### src/rtl/bf16_mul_arbiter.sv
// Round-robin arbiter sharing one combinational BF16 multiplier among NREQ requesters.
// Signed-zero operands bypass the multiplier; results return over a valid/ready channel.
module bf16_mul_arbiter #(
  parameter int unsigned NREQ    = 2,
  parameter int unsigned MUL_LAT = 1
) (
  input  logic                 clk,
  input  logic                 rst,
  input  logic [NREQ-1:0]      req_valid,
  input  logic [16*NREQ-1:0]   req_a,
  input  logic [16*NREQ-1:0]   req_b,
  output logic [NREQ-1:0]      req_ready,
  output logic [15:0]          mul_a,
  output logic [15:0]          mul_b,
  input  logic [15:0]          mul_p,
  output logic [NREQ-1:0]      rsp_valid,
  output logic [15:0]          rsp_data,
  input  logic [NREQ-1:0]      rsp_ready,
  output logic                 busy,
  output logic [15:0]          ops_done
);

  localparam int unsigned DW = 16;
  localparam int unsigned CW = 4;
  localparam int unsigned PW = $clog2(NREQ);
  localparam int unsigned SW = PW + 1;

  typedef enum logic [1:0] {
    IDLE  = 2'd0,
    ISSUE = 2'd1,
    RESP  = 2'd2
  } state_t;

  state_t          state_q, state_d;
  logic [PW-1:0]   rr_ptr_q, rr_ptr_d;
  logic [PW-1:0]   owner_q, owner_d;
  logic [CW-1:0]   cnt_q, cnt_d;
  logic [DW-1:0]   mul_a_q, mul_a_d;
  logic [DW-1:0]   mul_b_q, mul_b_d;
  logic [DW-1:0]   rsp_data_q, rsp_data_d;
  logic [DW-1:0]   ops_done_q, ops_done_d;

  logic [DW-1:0]   op_a [NREQ];
  logic [DW-1:0]   op_b [NREQ];
  logic            gnt_found;
  logic [PW-1:0]   gnt_idx;
  logic [SW-1:0]   scan_sum;
  logic [PW-1:0]   scan_idx;
  logic [DW-1:0]   gnt_a, gnt_b;
  logic            gnt_zero;

  for (genvar i = 0; i < NREQ; i++) begin : g_unpack
    assign op_a[i] = req_a[DW*i +: DW];
    assign op_b[i] = req_b[DW*i +: DW];
  end

  // Rotating priority search starting at rr_ptr
  always_comb begin
    gnt_found = 1'b0;
    gnt_idx   = '0;
    scan_sum  = '0;
    scan_idx  = '0;
    for (int unsigned k = 0; k < NREQ; k++) begin
      scan_sum = SW'(rr_ptr_q) + SW'(k);
      scan_idx = (scan_sum >= SW'(NREQ)) ? PW'(scan_sum - SW'(NREQ)) : PW'(scan_sum);
      if (!gnt_found && req_valid[scan_idx]) begin
        gnt_found = 1'b1;
        gnt_idx   = scan_idx;
      end
    end
  end

  assign gnt_a    = op_a[gnt_idx];
  assign gnt_b    = op_b[gnt_idx];
  assign gnt_zero = (gnt_a[14:0] == 15'h0) || (gnt_b[14:0] == 15'h0);

  always_comb begin
    state_d    = state_q;
    rr_ptr_d   = rr_ptr_q;
    owner_d    = owner_q;
    cnt_d      = cnt_q;
    mul_a_d    = mul_a_q;
    mul_b_d    = mul_b_q;
    rsp_data_d = rsp_data_q;
    ops_done_d = ops_done_q;
    unique case (state_q)
      IDLE: begin
        if (gnt_found) begin
          owner_d  = gnt_idx;
          rr_ptr_d = (gnt_idx == PW'(NREQ - 1)) ? '0 : gnt_idx + PW'(1);
          mul_a_d  = gnt_a;
          mul_b_d  = gnt_b;
          if (gnt_zero) begin
            rsp_data_d = {gnt_a[15] ^ gnt_b[15], 15'h0};
            state_d    = RESP;
          end else begin
            cnt_d   = CW'(MUL_LAT - 1);
            state_d = ISSUE;
          end
        end
      end
      ISSUE: begin
        if (cnt_q == '0) begin
          rsp_data_d = mul_p;
          state_d    = RESP;
        end else begin
          cnt_d = cnt_q - CW'(1);
        end
      end
      RESP: begin
        if (rsp_ready[owner_q]) begin
          ops_done_d = ops_done_q + DW'(1);
          state_d    = IDLE;
        end
      end
      default: state_d = IDLE;
    endcase
  end

  always_ff @(posedge clk) begin
    if (rst) begin
      state_q    <= IDLE;
      rr_ptr_q   <= '0;
      owner_q    <= '0;
      cnt_q      <= '0;
      mul_a_q    <= '0;
      mul_b_q    <= '0;
      rsp_data_q <= '0;
      ops_done_q <= '0;
    end else begin
      state_q    <= state_d;
      rr_ptr_q   <= rr_ptr_d;
      owner_q    <= owner_d;
      cnt_q      <= cnt_d;
      mul_a_q    <= mul_a_d;
      mul_b_q    <= mul_b_d;
      rsp_data_q <= rsp_data_d;
      ops_done_q <= ops_done_d;
    end
  end

  // Handshake strobes decode from state; both are forced low while in reset
  always_comb begin
    req_ready = '0;
    rsp_valid = '0;
    if (!rst && state_q == IDLE && gnt_found) req_ready[gnt_idx] = 1'b1;
    if (!rst && state_q == RESP) rsp_valid[owner_q] = 1'b1;
  end

  assign mul_a    = mul_a_q;
  assign mul_b    = mul_b_q;
  assign rsp_data = rsp_data_q;
  assign ops_done = ops_done_q;
  assign busy     = (state_q != IDLE);

endmodule

### config.mk
export PLATFORM = sky130hd
export DESIGN_NAME = bf16_mul_arbiter
export DESIGN_NICKNAME = d
export VERILOG_FILES = /design/src/rtl/bf16_mul_arbiter.sv
export SDC_FILE = /design/constraint.sdc
export NUM_CORES = 1
export LEC_CHECK = 0
export CORE_MARGIN = 2
export CORE_UTILIZATION = 56
export DETAILED_ROUTE_END_ITERATION = 8
export DONT_BUFFER_PORTS = 1
export GPL_TIMING_DRIVEN = 0
export PLACE_DENSITY = 0.79
export SLEW_MARGIN = 15
export SYNTH_ARGS = -nofsm -noshare
export SYNTH_HDL_FRONTEND = slang
export SYNTH_SLANG_ARGS = --single-unit
export TNS_END_PERCENT = 100
### constraint.sdc
create_clock -name clk -period 1.7 [get_ports clk]
set_input_delay 0.255 -clock clk [delete_from_list [all_inputs] [get_ports clk]]
set_output_delay 0.255 -clock clk [all_outputs]
set_load 0.02 [all_outputs]
==> results of run 1 <==
[how the worst max path moves through the flow]
stage,cells past startpoint,end,slack [ns]
final,8,rsp_data[6]$_SDFFE_PP0P_,-0.006
after detailed placement,8,rsp_data[6]$_SDFFE_PP0P_,-0.37
after CTS,4,req_ready[0],-0.003
after global placement,8,rsp_data[5]$_SDFFE_PP0P_,-0.31
after floorplan,5,req_ready[0],0.01
after global routing,8,rsp_data[6]$_SDFFE_PP0P_,-0.07
[worst reg2reg max path, stage by stage, from the launching register on]
cell and delay [ns]:
sky130_fd_sc_hd__dfxtp_2 0.33, sky130_fd_sc_hd__inv_2 0.07, sky130_fd_sc_hd__ha_4 0.15, sky130_fd_sc_hd__nor3b_4 0.20, sky130_fd_sc_hd__nand2_2 0.12, sky130_fd_sc_hd__a32oi_4 0.24
sky130_fd_sc_hd__a21oi_4 0.15, sky130_fd_sc_hd__buf_6 0.16, sky130_fd_sc_hd__a22o_1 0.18
[where the power goes]
| group | internal, mW | total [mW] | switching [mW] | leakage, nW |
|---|---|---|---|---|
| combinational | 0.394 | 0.942 | 0.548 | 0.692 |
| clock | 0.753 | 1.41 | 0.660 | 0.101 |
| sequential | 1.87 | 2.25 | 0.376 | 0.601 |
| total | 3.02 | 4.60 | 1.58 | 1.39 |
[registers in the layout, summed over array words and instances, names as in the netlist]
register and flops:
mul_b 16, cnt_q 4, owner_q 1, rr_ptr_q 1, rsp_data 16, ops_done 16
mul_a 16, state_q 2
[cell families (layout without fill, tap and decap cells)]
logic type | count (synthesis) | count (layout) | share of synthesized area
adders and majority gates | 2 | 2 | 0.00782
DFF | 72 | 72 | 0.450
muxes | 3 | 3 | 0.0102
AOI/OAI and AO/OA | 80 | 80 | 0.192
buffers and inverters | 31 | 59 | 0.0387
xor gates and xnor gates | 12 | 12 | 0.0328
and+or+nand+nor | 188 | 188 | 0.268
[layer usage]
metal  vias up  part of all wire  wire length (um)  track usage
met5         -                 0                 0            0
met4         0             0.019               172        0.110
met3        15             0.099               921       0.0905
met2       173              0.50              4640        0.465
met1      1482              0.38              3550        0.333
li1       1450                 -                 -            -
[synthesized netlist by cell type, drive strengths merged, types with 2 or more instances]
library cell  number
mux2               2
nor2b              3
xor2               4
inv                7
o211ai             2
a211oi             2
xnor2              8
nor2              50
a21oi             13
nand3              5
ha                 2
clkbuf            13
nand2b             5
buf               11
and3               2
nand4              8
nor4              14
dfxtp             72
o21ai              8
a311oi            34
a22o              15
or3                5
a31oi              2
nor3              11
nand2             79
[placed cells by master (no fill, tap or decap), types with 11 or more instances in the layout]
master | synthesis | final
sky130_fd_sc_hd__dfxtp_4 | 0 | 13
sky130_fd_sc_hd__a21oi_1 | 13 | 11
sky130_fd_sc_hd__nand2_1 | 79 | 77
sky130_fd_sc_hd__a22o_1 | 15 | 15
sky130_fd_sc_hd__clkbuf_8 | 0 | 11
sky130_fd_sc_hd__dfxtp_1 | 72 | 56
sky130_fd_sc_hd__nor2_1 | 49 | 48
sky130_fd_sc_hd__nor4_1 | 14 | 13
sky130_fd_sc_hd__buf_4 | 0 | 13
sky130_fd_sc_hd__a311oi_1 | 34 | 34
[layout make-up]
cell class,count,area (um^2),area share
sequential,72,1490,0.385
buffer,22,138,0.0355
clock buffer,11,151,0.0390
tap,72,90.1,0.0232
multi-input combinational,285,1810,0.466
clock inverter,5,55.1,0.0142
timing repair buffer,14,116,0.0300
inverter,7,26.3,0.00677
[through the flow]
step                instance area (um^2)   util
floorplan                           3210      -
detailed placement                  3300  0.599
CTS                                 3780  0.686
finish                              3880  0.704
global route                        3880  0.704
global placement                    3300  0.599
[what timing repair did]
action | CTS | global route
gates cloned | 1 | 0
setup buffers | 10 | 4
pin swaps | 11 | 8
hold buffers | 0 | 0
setup endpoints to repair | 58 | 37
gates resized for setup | 59 | 28
==> run summary, run 1 <==
Setup slack on the worst reg-to-reg path comes out at -0.006 ns. The share of the yosys chip area belonging to registers came out at 0.450. Entering global routing, the biggest net connects 13 pins. The core region is 5510 um^2. The run gives 1.94 ns as the endpoint arrival time on the critical path. The clock input transition at the sequential cells of the worst setup and hold paths is 0.08 ns, and the largest vdd supply drop is 0.716 mV. The worst setup margin came out at -0.00576 ns.

The clock latency on the worst-skew pair was 0.34 ns; the synthesis warning total was 0. The run finished, with violations left. The smallest clock period supported by the final layout is computed as 1.71 ns.

The run gives 0.581 as the effective utilization at floorplan. The share of the synthesized area in the top cell type is 0.450. In the final timing run, aggregate negative setup slack is -0.00649 ns. The worst register-to-register path has a depth of 8.

For the relative max-transition margin, the log shows 0.664. Clock tree root buffer cell: sky130_fd_sc_hd__clkbuf_8. Dividing the detail-routed via count by the number of cells gives 6.39. The worst-case setup slack after placement is -0.372 ns. The clock arrives with 0.00669 ns of skew. The tightest hold margin is 0.0379 ns.

STA classifies the critical path startpoint as a flop. For this design the top-level I/O count stands at 155. For the number of endpoints with negative hold slack in the final report, the log shows 0.

The share of post-route cells with drive strength above 1 was 0.219; the synthesized flop and latch total was 72. The number of global-route vias before repair was 2911. In this run the critical register-to-register path is launched from cnt_q[0]$_SDFFE_PP0P_. Walking the worst path, the cells encountered are inv_2 > ha_4 > nor3b_4 > nand2_2 > a32oi_4 > a21oi_4 > buf_6 > a22o_1.

Ranked by total cell area, the synthesized netlist is headed by sky130_fd_sc_hd__dfxtp_1 45%, sky130_fd_sc_hd__a311oi_1 9.3%, sky130_fd_sc_hd__nand2_1 9.3%. The number of synthesized flops with an enable pin came out at 0. The maximum clock frequency is 586 MHz, and the antenna diode count is 0.

The biggest area consumer among synthesized cells is sky130_fd_sc_hd__dfxtp_1. The final reports fail on setup timing. The run gives 0 as the residual antenna-violating net count after detailed routing.

The logs give 6340 um^2 for the die area and 9.29 mm for the final wirelength. For this design the static power due to leakage is 1.39 nW. The share of async-settable or async-resettable flops after synthesis works out to 0. The run gives 0 as the count of maximum capacitance violations. The first routing iteration left 103 violations.

The routed length per instance was 19.0 um; the total power after layout was 4.60 mW. The number of buffers and inverters on the critical path was 2. TritonCTS built the clock tree.

For the final estimated routing congestion in global placement, the log shows 0.910. The hold path startpoint was req_valid[1]. The H-tree was split into 3 levels.

Delay of the slowest critical-path stage: 0.33 ns. The initial antenna violation count is 0, and the count of input and output buffers is 0. In this run the power density over the cells is 1190 nW/um^2. Number of distinct library cells after synthesis: 42. Dominant synthesized flop cell: sky130_fd_sc_hd__dfxtp_1. Hold path endpoint: rr_ptr_q$_SDFFE_PP0P_. Number of pins exceeding their max-slew limit in the final report: 0.

The post-route clock period utilization is 1.00, and the number of vias after detailed routing is 3120. The critical path class is flop to flop. The run gives 13.8 mm as the first-pass GRT wire length. The endpoint identified for the worst register-to-register timing path is rsp_data[6]$_SDFFE_PP0P_. The cell depth of the worst min-delay path was 1; the detailed-route DRC error count was 0. Compared with the post-synthesis result, the final layout area differs by 21.2%. The half-perimeter wire length of the detailed placement result came out at 6.42 mm. The die is 79.6 um tall.

After detailed placement, the design holds a cell count of 460. The mean post-synth cell area works out to 8.25 um^2. In this run the worst hold path is classified as input pin to flop. Broken down by cell family, the worst path's largest delay share belongs to compound AO/OA/AOI/OAI gates.

Clock tree synthesis found a total of 72 sinks. For this run the aggregate overflow at the end of global routing stands at 0. For the filler cell count in the final layout, the log shows 413. The slowest stage of the critical path is the sky130_fd_sc_hd__dfxtp_2 cell.

Data on the critical path is required at its endpoint by 1.93 ns. The floorplan has 27 rows. The run gives 476 as the synthesized net count. The final layout net count was 499. The kind of capture point of the worst setup path was a flop. Setup violations remaining at the end of the flow were counted as 2. For the global-route total usage across every layer, the log shows 0.279. Setup repair after global routing could not meet its margin everywhere. In this run the deepest clock path goes through 2 buffers.

The horizontal extent of the die works out to 79.6 um. The post-synthesis cell count came out at 388. Of all nets on the critical path, the largest fanout is 7.

The transition time of the tightest slew-check pin is 0.504 ns, and the synthesized cell area is 3200 um^2. Tracing the worst setup path back leads to its startpoint at cnt_q[0]$_SDFFE_PP0P_. The number of iterations in the first detailed-routing pass is 4, and the number of standard cells in the final layout excluding fillers is 488. Buffers inserted during clock tree synthesis total 9.
Note: power is estimated with default switching activity, not from simulation.
==> run 2, diff against run 1 <==
--- a/config.mk
+++ b/config.mk
@@ -6,11 +6,11 @@
 export NUM_CORES = 1
 export LEC_CHECK = 0
 export CORE_MARGIN = 2
-export CORE_UTILIZATION = 56
+export CORE_UTILIZATION = 60
 export DETAILED_ROUTE_END_ITERATION = 8
 export DONT_BUFFER_PORTS = 1
 export GPL_TIMING_DRIVEN = 0
-export PLACE_DENSITY = 0.79
+export PLACE_DENSITY = 0.81
 export SLEW_MARGIN = 15
 export SYNTH_ARGS = -nofsm -noshare
 export SYNTH_HDL_FRONTEND = slang
==> constraint.sdc (replaced) <==
create_clock -name clk -period 1.65 [get_ports clk]
set_input_delay 0.2475 -clock clk [delete_from_list [all_inputs] [get_ports clk]]
set_output_delay 0.2475 -clock clk [all_outputs]
set_load 0.02 [all_outputs]
==> run summary, run 2 (synthesis results as in run 1) <==
The flow ran to the end, but the final reports show violations. Violations in the final reports: setup timing (unchanged). Tightest hold margin: 0.0244 ns (was 0.0379 ns).

The antenna diode count was 0 (unchanged); the final layout net count was 513 (was 499). The sum of overflow across all layers after global routing came out at 0 (unchanged). The relative max-transition margin was 0.632 (was 0.664); the clock period minus final worst setup slack was 1.67 ns (was 1.71 ns). The final estimated routing congestion in global placement is 0.924 (was 0.910), and the worst-case clock buffer depth is 2 (unchanged). The highest net fanout along the worst path came out at 5 (was 7).

The logs give -0.02 ns (was -0.006 ns) for the register-to-register path setup slack and 1.96 ns (was 1.94 ns) for the endpoint arrival time on the critical path. Total power after layout: 4.94 mW (was 4.60 mW). Kind of capture point of the worst setup path: a flop (unchanged). The routed length per instance works out to 18.5 um (was 19.0 um). TritonCTS built the clock tree. The run gives 0.34 ns (about the same) as the clock latency on the worst-skew pair.

The first-pass GRT wire length was 14.3 mm (was 13.8 mm). Critical path class: flop to flop (unchanged). Element type at the critical path start: a flop (unchanged). The final wirelength came out at 9.24 mm (was 9.29 mm). The power per standard cell area was 1230 nW/um^2 (was 1190 nW/um^2); the number of iterations in the first detailed-routing pass was 5 (was 4). The height of the die works out to 77.0 um (was 79.6 um). The tools report the source of the worst register-to-register timing path as state_q[0]$_SDFFE_PP0P_ (was cnt_q[0]$_SDFFE_PP0P_). The number of CTS-inserted buffers came out at 9 (unchanged). The share of post-route cells with drive strength above 1 is 0.256 (was 0.219), and the number of pins exceeding their max-slew limit in the final report is 0 (unchanged). Clock input transition at the sequential cells of the worst setup and hold paths: 0.08 ns (about the same).

The run gives 26 (was 27) as the number of placement rows. The largest vdd supply drop was 0.754 mV (was 0.716 mV). The number of global-route vias before repair came out at 2979 (was 2911). The area growth from synthesis to final layout is 25.4% (was 21.2%), and the transition time of the tightest slew-check pin is 0.552 ns (was 0.504 ns). The tools report the filler cell count in the final layout as 363 (was 413). The logs give 0.623 (was 0.581) for the effective utilization at floorplan and 597 MHz (was 586 MHz) for the maximum clock frequency. The type of the tightest min-delay check is input pin to flop (unchanged). The count of input and output buffers came out at 0 (unchanged). The residual antenna-violating net count after detailed routing came out at 0 (unchanged).

Post-route clock period utilization: 1.01 (was 1.00). The half-perimeter wire length of the detailed placement result came out at 6.15 mm (was 6.42 mm). The run gives 1.93 ns (about the same) as the required time at the endpoint of the critical path. The area occupied by multi-input gates came out at 1830 um^2 (was 1810 um^2). Commonest non-fill, non-tap cells in the layout: 77 x sky130_fd_sc_hd__nand2_1, 57 x sky130_fd_sc_hd__dfxtp_1, 47 x sky130_fd_sc_hd__nor2_1, 34 x sky130_fd_sc_hd__a311oi_1, 29 x sky130_fd_sc_hd__buf_4 (was 77 x sky130_fd_sc_hd__nand2_1, 56 x sky130_fd_sc_hd__dfxtp_1, 48 x sky130_fd_sc_hd__nor2_1, 34 x sky130_fd_sc_hd__a311oi_1, 15 x sky130_fd_sc_hd__a22o_1).

The run gives 0 (unchanged) as the count of maximum capacitance violations. The core box area is 5140 um^2 (was 5510 um^2). Length in cells of the worst reg-to-reg path: 7 (was 8). The tools report the clock tree root buffer cell as sky130_fd_sc_hd__clkbuf_8 (unchanged).

The run gives 155 (unchanged) as the total I/O pin count. Hold path endpoint: rr_ptr_q$_SDFFE_PP0P_ (unchanged). Die area: 5930 um^2 (was 6340 um^2). The average vias per placed instance is 6.31 (was 6.39). Hold path startpoint: req_valid[1] (unchanged). For the sum of negative setup slack, the log shows -0.219 ns (was -0.00649 ns). The tools report the sequential cell area as 1480 um^2 (was 1490 um^2). The run gives 0.300 (was 0.279) as the global-route total usage across every layer. Setup repair after global routing could not meet its margin everywhere. For the number of vias after detailed routing, the log shows 3153 (was 3120). The detailed-route DRC error count is 0 (unchanged). For the number of DRC violations after detailed-routing iteration 0, the log shows 141 (was 103).

The clock tree skew after final layout was 0.0122 ns (was 0.00669 ns); the count of hold-fix buffers inserted at cts was 0 (unchanged). Cell depth of the worst min-delay path: 1 (unchanged). The capture instance of the worst register-to-register path was rsp_data[8]$_SDFFE_PP0P_ (was rsp_data[6]$_SDFFE_PP0P_). The maximum number of pins on one net before global-route repair is 15 (was 13), and the leakage component of the power is 1.50 nW (was 1.39 nW). The sink count of the clock tree was 72 (unchanged); the initial antenna violation count was 0 (unchanged). For the final setup violation count, the log shows 15 (was 2). The most frequent standard cell in the layout excluding fill and tap cells was sky130_fd_sc_hd__nand2_1 (unchanged). The tools report the total number of H-tree levels as 3 (unchanged). Horizontal extent of the die: 77.0 um (was 79.6 um). The logs give 0 (unchanged) for the number of endpoints with negative hold slack in the final report and -0.0244 ns (was -0.00576 ns) for the worst setup margin. The fraction of the core area covered by cells at the end of the flow was 0.781 (was 0.704).
[run 2: cell types whose count changed in the layout (fill, tap and decap cells not counted), sizes merged]
cell,previous run,this run
buf,23,36
inv,7,11
clkinv,2,0
bufinv,1,2
clkbuf,24,23
clkinvlp,2,1
[run 2: how the worst max path moves through the flow]
stage | start | endpoint | cells after the start
final | state_q[0]$_SDFFE_PP0P_ | rsp_data[8]$_SDFFE_PP0P_ | 7
after detailed placement | state_q[1]$_SDFFE_PP0P_ | rsp_data[11]$_SDFFE_PP0P_ | 5
after global placement | state_q[1]$_SDFFE_PP0P_ | rsp_data[13]$_SDFFE_PP0P_ | 5
after floorplan | ops_done[4]$_SDFFE_PP0P_ | ops_done[11]$_SDFFE_PP0P_ | 5
after global routing | state_q[0]$_SDFFE_PP0P_ | rsp_data[11]$_SDFFE_PP0P_ | 7
after CTS | ops_done[2]$_SDFFE_PP0P_ | ops_done[13]$_SDFFE_PP0P_ | 5
[run 2: metal layers]
metal  up-vias  routed length, um  track usage
li1       1492                  -            -
met1      1448               3540        0.364
met2       187               4630        0.499
met3        26                851       0.0824
met4         0                210        0.130
met5         -                  0            0
[run 2: critical path, cell delays in order (launching register included)]
cell,delay [ns]
sky130_fd_sc_hd__dfxtp_4,0.37
sky130_fd_sc_hd__nor2_4,0.22
sky130_fd_sc_hd__buf_4,0.15
sky130_fd_sc_hd__and3_1,0.19
sky130_fd_sc_hd__a32oi_4,0.13
sky130_fd_sc_hd__a21oi_4,0.27
sky130_fd_sc_hd__buf_6,0.16
sky130_fd_sc_hd__a22o_1,0.12
[run 2: area by class of cell]
cell class              count  share of cell area
inverters                   7             0.00717
repair buffers             28              0.0564
clock inverters             7              0.0249
clock buffers               9              0.0309
well taps                  70              0.0218
multi-input cells         285               0.455
flip-flops and latches     72               0.369
plain buffers              22              0.0352
[run 2: where the power goes]
part / switching, mW / internal [mW] / leakage (nW)
Sequential: 0.380 / 1.93 / 0.599
Combinational: 0.588 / 0.466 / 0.792
Clock: 0.703 / 0.868 / 0.111
[run 2: repair_timing]
action	in CTS	in global routing
gates cloned	0	1
pin swaps	11	10
hold endpoints to repair	0	0
endpoints found under the setup margin	59	55
buffers inserted	10	17
gates resized for setup	59	21
[run 2: stage by stage]
stage	worst slack, ns	instance area (um^2)	cells
after global placement	-0.348	3330	458
after CTS	-0.0861	3830	483
after global routing	-0.109	4020	500
final	-0.0244	4020	500
after floorplan	0.0103	3240	388
after detailed placement	-0.393	3330	458
==> run 3, diff against run 2 <==
--- a/config.mk
+++ b/config.mk
@@ -5,12 +5,11 @@
 export SDC_FILE = /design/constraint.sdc
 export NUM_CORES = 1
 export LEC_CHECK = 0
-export CORE_MARGIN = 2
-export CORE_UTILIZATION = 60
+export CORE_UTILIZATION = 50
 export DETAILED_ROUTE_END_ITERATION = 8
 export DONT_BUFFER_PORTS = 1
 export GPL_TIMING_DRIVEN = 0
-export PLACE_DENSITY = 0.81
+export PLACE_DENSITY = 0.7
 export SLEW_MARGIN = 15
 export SYNTH_ARGS = -nofsm -noshare
 export SYNTH_HDL_FRONTEND = slang
==> run summary, run 3 (synthesis results as in run 1) <==
The run finished, with violations left. Violations in the final reports: setup timing (unchanged). The run gives 6060 um^2 (was 5140 um^2) as the core box area. The total power after layout is 5.00 mW (was 4.94 mW), and the tightest hold margin is 0.0355 ns (was 0.0244 ns).

For the number of DRC violations after detailed-routing iteration 0, the log shows 96 (was 141). The count of input and output buffers is 0 (unchanged), and the average vias per placed instance is 6.16 (was 6.31). Clock tree skew after final layout: 0.0107 ns (was 0.0122 ns).

The routed length per instance was 18.0 um (was 18.5 um). The share of post-route cells with drive strength above 1 is 0.240 (was 0.256). For the number of placement rows, the log shows 28 (was 26). The residual antenna-violating net count after detailed routing is 0 (unchanged). The transition time of the tightest slew-check pin is 0.527 ns (was 0.552 ns), and the largest vdd supply drop is 0.760 mV (was 0.754 mV). The maximum number of pins on one net before global-route repair was 14 (was 15).

The final estimated routing congestion in global placement was 0.817 (was 0.924). For the initial antenna violation count, the log shows 0 (unchanged). The tools report the count of maximum capacitance violations as 0 (unchanged). Element type at the critical path start: a flop (unchanged). The area growth from synthesis to final layout was 25.1% (was 25.4%); the fraction of the core area covered by cells at the end of the flow was 0.660 (was 0.781). Relative max-transition margin: 0.648 (was 0.632). The worst-case clock buffer depth is 2 (unchanged), and the total I/O pin count is 155 (unchanged). The final layout net count is 503 (was 513). The number of pins exceeding their max-slew limit in the final report is 0 (unchanged). The global-route total usage across every layer was 0.258 (was 0.300); the power per standard cell area was 1250 nW/um^2 (was 1230 nW/um^2).

Sum of overflow across all layers after global routing: 0 (unchanged). TritonCTS built the clock tree. Number of vias after detailed routing: 3049 (was 3153). The most frequent standard cell in the layout excluding fill and tap cells was sky130_fd_sc_hd__nand2_1 (unchanged). The total number of H-tree levels was 3 (unchanged); the horizontal extent of the die was 82.0 um (was 77.0 um). The clock input transition at the sequential cells of the worst setup and hold paths works out to 0.08 ns (about the same). The tools report the clock latency on the worst-skew pair as 0.34 ns (about the same). The highest net fanout along the worst path is 4 (was 5). Kind of capture point of the worst setup path: a flop (unchanged). Setup repair after global routing could not meet its margin everywhere.

The maximum clock frequency was 600 MHz (was 597 MHz). The logs give 0 (unchanged) for the detailed-route DRC error count and 4 (was 5) for the number of iterations in the first detailed-routing pass. The logs give 2828 (was 2979) for the number of global-route vias before repair and 6720 um^2 (was 5930 um^2) for the die area. For the antenna diode count, the log shows 0 (unchanged). The endpoint arrival time on the critical path is 1.90 ns (was 1.96 ns), and the post-route clock period utilization is 1.01 (about the same).

The type of the tightest min-delay check is input pin to flop (unchanged). The filler cell count in the final layout came out at 524 (was 363). The critical path class was flop to flop (unchanged). The number of CTS-inserted buffers came out at 9 (unchanged).

The leakage component of the power is 1.45 nW (was 1.50 nW). Clock tree root buffer cell: sky130_fd_sc_hd__clkbuf_8 (unchanged). The sink count of the clock tree was 72 (unchanged). The sequential cell area is 1490 um^2 (was 1480 um^2), and the worst setup margin is -0.0159 ns (was -0.0244 ns). The logs give 0 (unchanged) for the number of endpoints with negative hold slack in the final report and 0.528 (was 0.623) for the effective utilization at floorplan. The half-perimeter wire length of the detailed placement result was 6.23 mm (was 6.15 mm).

Worst-case setup slack after placement: -0.436 ns (was -0.393 ns). Commonest non-fill, non-tap cells in the layout: 76 x sky130_fd_sc_hd__nand2_1, 56 x sky130_fd_sc_hd__dfxtp_1, 47 x sky130_fd_sc_hd__nor2_1, 34 x sky130_fd_sc_hd__a311oi_1 (was 77 x sky130_fd_sc_hd__nand2_1, 57 x sky130_fd_sc_hd__dfxtp_1, 47 x sky130_fd_sc_hd__nor2_1, 34 x sky130_fd_sc_hd__a311oi_1, 29 x sky130_fd_sc_hd__buf_4). The required time at the endpoint of the critical path was 1.89 ns (was 1.93 ns); the clock period minus final worst setup slack was 1.67 ns (about the same). The logs give 1840 um^2 (was 1830 um^2) for the area occupied by multi-input gates and 8.92 mm (was 9.24 mm) for the final wirelength. The first-pass GRT wire length is 13.1 mm (was 14.3 mm), and the height of the die is 82.0 um (was 77.0 um).

The run gives 9 (was 15) as the final setup violation count.
==> run 3: cell types whose count changed in the layout (fill, tap and decap cells not counted), moves of 2 or more <==
cell / previous run / this run
sky130_fd_sc_hd__clkbuf_1: 4 / 6
sky130_fd_sc_hd__dfxtp_4: 8 / 13
sky130_fd_sc_hd__clkbuf_2: 8 / 5
sky130_fd_sc_hd__dfxtp_2: 7 / 3
sky130_fd_sc_hd__buf_4: 29 / 15
sky130_fd_sc_hd__clkinv_4: 0 / 2
sky130_fd_sc_hd__buf_6: 2 / 5
sky130_fd_sc_hd__inv_6: 3 / 0
==> run 3: per-stage QoR <==
stage / setup TNS [ns] / area, um^2 / std cells
finish: -0.0576 / 4000 / 495
global route: -1.59 / 4000 / 495
CTS: -0.170 / 3860 / 491
detailed placement: -16.71 / 3330 / 463
global placement: -14.67 / 3330 / 463
floorplan: 0 / 3240 / 388
==> run 3: report_power, final <==
part           internal, mW  switching (mW)
sequential             1.93           0.378
clock                  1.01           0.696
combinational         0.435           0.558
==> run 3: timing repair <==
| action | 4_1_cts | 5_1_grt |
|---|---|---|
| pin swaps | 12 | 11 |
| hold buffers | 1 | 0 |
| buffers inserted | 11 | 5 |
| resized for setup | 58 | 32 |
| hold endpoints to repair | 1 | 0 |
| cloned | 1 | 0 |
| endpoints found under the setup margin | 58 | 45 |
==> run 3: final cells by class <==
cell class / count / area share
clock buffer: 9 / 0.0309
inverter: 7 / 0.00719
clock inverter: 7 / 0.0297
sequential: 72 / 0.373
multi-input combinational: 285 / 0.459
timing repair buffer: 18 / 0.0394
tap: 75 / 0.0234
buffer: 22 / 0.0372
==> run 3: final timing paths <==
check / startpoint / endpoint / slack [ns] / cells past startpoint
setup / recovery: cnt_q[0]$_SDFFE_PP0P_ / rsp_data[4]$_SDFFE_PP0P_ / -0.02 / 8
hold / removal: mul_p[2] / rsp_data[2]$_SDFFE_PP0P_ / 0.04 / 1
setup reg to reg: cnt_q[0]$_SDFFE_PP0P_ / rsp_data[4]$_SDFFE_PP0P_ / -0.02 / 8
hold reg to reg: rr_ptr_q$_SDFFE_PP0P_ / rr_ptr_q$_SDFFE_PP0P_ / 0.45 / 1
==> run 3: per-layer routing <==
| layer | GRT usage | share of wire | vias up | wire length [um] |
|---|---|---|---|---|
| li1 | - | - | 1468 | - |
| met1 | 0.295 | 0.42 | 1442 | 3770 |
| met2 | 0.450 | 0.49 | 128 | 4390 |
| met3 | 0.0733 | 0.070 | 11 | 625 |
| met4 | 0.0982 | 0.015 | 0 | 131 |
| met5 | 0 | 0 | - | 0 |
==> run 3: critical path, cell delays in order, from the launching register on <==
cell and delay (ns):
sky130_fd_sc_hd__dfxtp_2 0.33, sky130_fd_sc_hd__inv_2 0.07, sky130_fd_sc_hd__ha_4 0.13, sky130_fd_sc_hd__nor3b_4 0.20
sky130_fd_sc_hd__nand2_2 0.13, sky130_fd_sc_hd__a32oi_4 0.24, sky130_fd_sc_hd__a21oi_4 0.14, sky130_fd_sc_hd__buf_4 0.16
sky130_fd_sc_hd__a22o_1 0.17
